$ cat config.mk
export PLATFORM = sky130hd
export DESIGN_NAME = pos_match_irq
export DESIGN_NICKNAME = d
export VERILOG_FILES = /design/src/rtl/pos_match_irq.sv
export SDC_FILE = /design/constraint.sdc
export NUM_CORES = 1
export LEC_CHECK = 0
export ABC_CLOCK_PERIOD_IN_PS = 1210
export CORE_ASPECT_RATIO = 1.1
export CORE_MARGIN = 5
export CORE_UTILIZATION = 30
export DETAILED_ROUTE_END_ITERATION = 10
export DONT_BUFFER_PORTS = 1
export PLACE_DENSITY = 0.47
export SETUP_SLACK_MARGIN = 0.5
export SLEW_MARGIN = 20
export SYNTH_ARGS = -nofsm -noshare
export SYNTH_HDL_FRONTEND = slang
export SYNTH_SLANG_ARGS = --single-unit
$ cat constraint.sdc
create_clock -name clk -period 1.21 [get_ports clk]
set_clock_uncertainty 0.1 [all_clocks]
set_input_delay 0.121 -clock clk [delete_from_list [all_inputs] [get_ports clk]]
set_output_delay 0.121 -clock clk [all_outputs]
set_load 0.03 [all_outputs]
$ cat src/rtl/pos_match_irq.sv
// Position-compare interrupt stage feeding an external AND8 macro.
// An 8-bit position counter is compared bitwise against a CPU-written compare
// register. The registered equality terms drive AND8 inputs A..H, and the
// AND8 output comes back as allmatch. Its rising edge raises an interrupt
// request with acknowledge handshake and a sticky overrun flag.
module pos_match_irq #(
  parameter int unsigned WIDTH = 8
) (
  input  logic             clk,
  input  logic             resetl,
  input  logic             tick,
  input  logic             cnt_clr,
  input  logic             cmp_wr,
  input  logic [WIDTH-1:0] cmp_din,
  input  logic             irq_en,
  input  logic             ack,
  input  logic             allmatch,
  output logic [WIDTH-1:0] eq,
  output logic [WIDTH-1:0] pos,
  output logic             irq,
  output logic             missed
);

  // The fan-in of the AND8 macro fixes the compare width.
  if (WIDTH != 8) begin : g_bad_width
    $error("pos_match_irq: WIDTH must be 8 to match the AND8 fan-in");
  end

  typedef enum logic {
    IDLE = 1'b0,
    PEND = 1'b1
  } state_e;

  logic [WIDTH-1:0] pos_q, pos_d;
  logic [WIDTH-1:0] cmp_q, cmp_d;
  logic [WIDTH-1:0] eq_q,  eq_d;
  logic             match_q;
  logic             rise;
  state_e           state_q, state_d;
  logic             irq_q;
  logic             missed_q, missed_d;

  // Counter, compare register and equality-term next-state.
  always_comb begin
    pos_d = pos_q;
    if (cnt_clr) begin
      pos_d = '0;
    end else if (tick) begin
      pos_d = pos_q + WIDTH'(1);
    end
    cmp_d = cmp_wr ? cmp_din : cmp_q;
    eq_d  = ~(pos_q ^ cmp_q);
  end

  // Datapath registers: position, compare value, equality terms, match history.
  always_ff @(posedge clk or negedge resetl) begin
    if (!resetl) begin
      pos_q   <= '0;
      cmp_q   <= '1;
      eq_q    <= '0;
      match_q <= 1'b0;
    end else begin
      pos_q   <= pos_d;
      cmp_q   <= cmp_d;
      eq_q    <= eq_d;
      match_q <= allmatch;
    end
  end

  assign rise = allmatch & ~match_q;

  // Request/acknowledge FSM next-state and overrun flag next-state.
  always_comb begin
    state_d  = state_q;
    missed_d = missed_q;
    if (ack) begin
      missed_d = 1'b0;
    end
    unique case (state_q)
      IDLE: begin
        if (rise && irq_en) begin
          state_d = PEND;
        end
      end
      PEND: begin
        if (!irq_en) begin
          state_d = IDLE;
        end else if (ack) begin
          state_d = rise ? PEND : IDLE;
        end else if (rise) begin
          missed_d = 1'b1;
        end
      end
      default: state_d = IDLE;
    endcase
  end

  // FSM state with irq registered alongside it from the next state.
  always_ff @(posedge clk or negedge resetl) begin
    if (!resetl) begin
      state_q  <= IDLE;
      irq_q    <= 1'b0;
      missed_q <= 1'b0;
    end else begin
      state_q  <= state_d;
      irq_q    <= (state_d == PEND);
      missed_q <= missed_d;
    end
  end

  assign eq     = eq_q;
  assign pos    = pos_q;
  assign irq    = irq_q;
  assign missed = missed_q;

endmodule

# ---- Yosys cells after proc, flatten, opt, wreduce, memory -nomap -nowiden
# Index checks and enable logic that the tools add are counted.
dict set report word_totals {
  word_cells 26
  inputBits 16
  regBits 27
  output_inout_bits 18
}
dict set report op_classes {
  muxes 12
  addsub 1
  reduce_logical 2
  n_bitwise 5
}
# op n
set ops {}
lappend ops {{2-to-1 mux 8 bit} 2}
lappend ops {{2-to-1 mux 1 bit} 9}
lappend ops {{adder 8 x 1 -> 8 bit, second input constant} 1}
lappend ops {{inverter 8 bit} 1}
lappend ops {{bitwise XOR 8 bit} 1}
lappend ops {{inverter 1 bit} 2}
lappend ops {{one-hot mux 1 bit (2 select lines)} 1}
lappend ops {{nonzero test 2 bit} 1}
lappend ops {{AND 1 bit} 1}
lappend ops {{logical AND 1 bit} 1}

# ---- Logic depth before layout (Yosys ltp)
dict set report depth {
  ltp_word 6
  depth_mapped 4
  depth_no_buf 4
}

# ---- Least setup slack after synthesis
# OpenSTA, ideal clock, no wires.
dict set report synth_path {
  kind {reg-to-reg}
  start {register pos_q[0], in the netlist pos[0]}
  end {register pos_q[6], in the netlist pos[6]}
  path_stages_with_launch 5
  required_time_ns 1.032
  arrival_ns 1.324
  path_slack_ns -0.292
  path_cell_list {dfrtp_1 > ha_1 > nand2_1 > or3_1 > a21oi_1}
}
dict set report synth_between {
  elab_chain_cells 3
}
# element line
set synth_rtl {}
lappend synth_rtl {{start, declared} 34} ;# logic [WIDTH-1:0] pos_q, pos_d;
lappend synth_rtl {{start signal, assigned} 63} ;# pos_q <= pos_d;
lappend synth_rtl {{adder 8 x 1 -> 8 bit} 49} ;# pos_d = pos_q + WIDTH'(1);
lappend synth_rtl {{2-to-1 mux 8 bit} 48} ;# end else if (tick) begin
lappend synth_rtl {{2-to-1 mux 8 bit} 46} ;# if (cnt_clr) begin
# Every way passes these cells. The select of a mux whose other input is x is not followed.
# A chain may end at the register's enable or synchronous reset.

# ---- Worst setup path after layout
dict set report layout_path {
  start {register pos_q[1], in the netlist pos[1]}
  end {register pos_q[6], in the netlist pos[6]}
}
# Same word-level chain as after synthesis.

==> summary.md <==
| Metric | Value |
|---|---|
| Worst Setup SP | `pos[1]$_DFFE_PN0P_` |
| Yosys cell types | `22` |
| Htree depth | `1` |
| Period minus WS final | `1.234 ns` |
| # rows | `22` |
| Syn_nets | `97` |
| CTS tree | `built` |
| Hold Fails Final Rpt | `42` |
| Initial antenna violation count | `0` |
| Largest net degree at the start of global routing | `28` |
| Hpwl dp | `1556 um` |
| Endpoints failing setup | `1` |
| 1st-iter DRT viols | `2` |
| Via Count | `658` |
| CTS Buf Count | `3` |
| Die area | `4852 um^2` |
| Die W | `66.87 um` |
| Cts-stage hold buffer count | `4` |
| DRC | `0` |
| GR Util All Layers | `9.730%` |
| Worst Max-Slew Pin Slew | `0.3483 ns` |
| Status | `finished, violations left` |
| # IOs | `34` |
| CP endpoint kind | `flop` |
| Total clock sinks | `27` |
| DR pass1 iterations | `2` |
| Ant. Diodes | `0` |
| Most frequent cells in the layout | `dfrtp_2, mux2_4, dfstp_2, xnor2_2, nor2_1` |
| Total chip power | `1.686 mW` |
| Multi-input logic area | `488.0 um^2` |
| Placer's final routability congestion estimate | `0.7613` |
| Startpoint Class | `flop` |
| Grt total ovfl | `0` |
| Final setup margin | `-0.02392 ns` |
| Share of the yosys chip area belonging to registers | `64.24%` |
| Fmax achieved | `810.4 MHz` |
| Worst VDD drop | `0.4886 mV` |
| P_leak | `0.5754 nW` |
| Fin nets | `112` |
| Seq. cell area | `706.9 um^2` |
| Area contributors post-synth | `dfrtp_1, dfstp_2, mux2_2` |
| WL per Instance | `15.27 um` |
| Commonest non-fill, non-tap cell in the layout | `dfrtp_2` |
| Area Overhead vs Synth | `33.65%` |
| Syn Inst Count | `80` |
| Fill count | `325` |
| Starting Density | `31.52%` |
| Worst slew margin | `76.71%` |
| Total wire length | `2168 um` |
| Die Y-Extent | `72.56 um` |
| Failing checks | `negative hold slack, negative setup slack` |
| Post-synthesis cell area | `1067 um^2` |
| Drt via density | `4.634` |
| Warnings from Yosys | `0` |
| Vias in the first global route | `752` |
| CTS root buf | `clkbuf_4` |
| Mean post-synth cell area | `13.34 um^2` |
| WP data required | `1.37 ns` |
| FF+latch count, synth | `27` |
| Final TNS setup | `-0.02392 ns` |
| Number of max-cap violations | `0` |
| Clock tree buffer depth | `2` |
| PwrDens | `1182 nW/um^2` |
| Final Max Tran Viols | `0` |
| ANT nets after route | `0` |
| Final critical-path share of the clock period | `102.0%` |
| Worst Hold Class | `primary input to asynchronous set/reset pin` |
| RSZ-0062 raised after global routing | `yes` |
| Top cell type's share of synthesized area | `44.55%` |
| Hold_ws | `-0.6247 ns` |
| Top cell type by total area after synthesis | `dfrtp_1` |
| Clk slew on worst S/H paths | `0.14 ns` |
| FF-to-FF Start | `pos[1]$_DFFE_PN0P_` |
| Crit path max fanout | `5` |
| IO buf count | `0` |
| Layout cells sized above 1 | `63.83%` |
| Core ar. | `3386 um^2` |
| Kind of critical path | `flop to flop` |
| First-pass GRT wire length | `3525 um` |
| Worst-Skew Late Latency | `0.31 ns` |
| Crit path DAT | `1.39 ns` |
[metrics by stage]
stage,utilization [%],std cells,area (um^2),setup slack [ns],hold slack [ns]
2_1_floorplan,-,80,1147,-0.1356,-0.2746
3_3_place_gp,36.88,134,1249,0.02221,-0.2738
3_5_place_dp,36.88,134,1249,-0.01055,-0.2735
4_1_cts,40.47,142,1370,-0.01232,-0.6455
5_1_grt,42.13,142,1426,-0.08574,-0.6601
6_report,42.13,142,1426,-0.02392,-0.6247
[worst max-delay path, stage by stage, from the launching register on]
cell and delay, ns:
dfrtp_2 0.44, ha_4 0.15, nand2_2 0.05, or3_4 0.33, a21oi_2 0.11
[cell families after synthesis]
| logic type | count (synthesis) | synth area share (%) |
|---|---|---|
| mux | 9 | 9.379 |
| flops | 27 | 64.24 |
| simple gates | 18 | 9.028 |
| fa+ha+maj | 1 | 1.172 |
| xor+xnor | 12 | 9.848 |
| buf+inv | 5 | 1.992 |
| compound gates | 8 | 4.337 |
[sequential cells by signal (all words and copies together), names as in the netlist]
| signal | count |
|---|---|
| missed | 1 |
| cmp_q | 8 |
| pos | 8 |
| eq | 8 |
| match_q | 1 |
| irq | 1 |
[per-layer routing]
layer / track usage, % / vias to the layer above / part of all wire (%) / wire length, um
met3: 4.025 / 2 / 10 / 221
li1: - / 300 / - / -
met5: 0 / - / 0 / 0
met4: 4.054 / 0 / 0.37 / 8
met1: 11.67 / 334 / 41 / 883
met2: 15.31 / 22 / 49 / 1054
[path summary, 6_finish.rpt]
kind	cells after the start	to	slack [ns]
max	4	pos[6]$_DFFE_PN0P_	-0.02
min	0	irq$_DFF_PN0_	-0.62
max reg2reg	4	pos[6]$_DFFE_PN0P_	-0.02
min reg2reg	1	eq[0]$_DFF_PN0_	0.43
max in group asynchronous	0	cmp_q[5]$_DFFE_PN1P_	1.46
min in group clk	1	cmp_q[6]$_DFFE_PN1P_	-0.16
[Yosys cell counts, drive strengths merged]
| master | n |
|---|---|
| or3 | 3 |
| nor2 | 6 |
| clkbuf | 1 |
| inv | 1 |
| nand4 | 4 |
| a21oi | 3 |
| a41oi | 1 |
| xnor2 | 9 |
| nand2b | 1 |
| a21boi | 1 |
| ha | 1 |
| nand3 | 2 |
| dfstp | 8 |
| xor2 | 3 |
| nand2 | 2 |
| dfrtp | 19 |
| mux2 | 8 |
| mux2i | 1 |
| o21ai | 3 |
| buf | 3 |
[cell type report]
class,instances,share of cell area [%]
Multi-Input combinational cell,48,34.21
Sequential cell,27,49.56
Tap cell,48,4.211
Timing Repair Buffer,14,9.912
Inverter,1,0.2632
Clock buffer,4,1.842
[report_power, final]
group          internal [mW]  switching, mW  leakage [nW]  total [mW]
logic                  0.112         0.0594         0.256       0.171
clock network          0.129          0.253        0.0150       0.382
registers               1.00          0.130         0.304        1.13
[what timing repair did]
action	4_1_cts	5_1_grt
pin swaps	6	4
endpoints found under the hold margin	46	42
setup endpoints to repair	44	44
setup buffers	0	0
gates resized for setup	17	10
No activity file was read; power rests on OpenSTA's default activity.
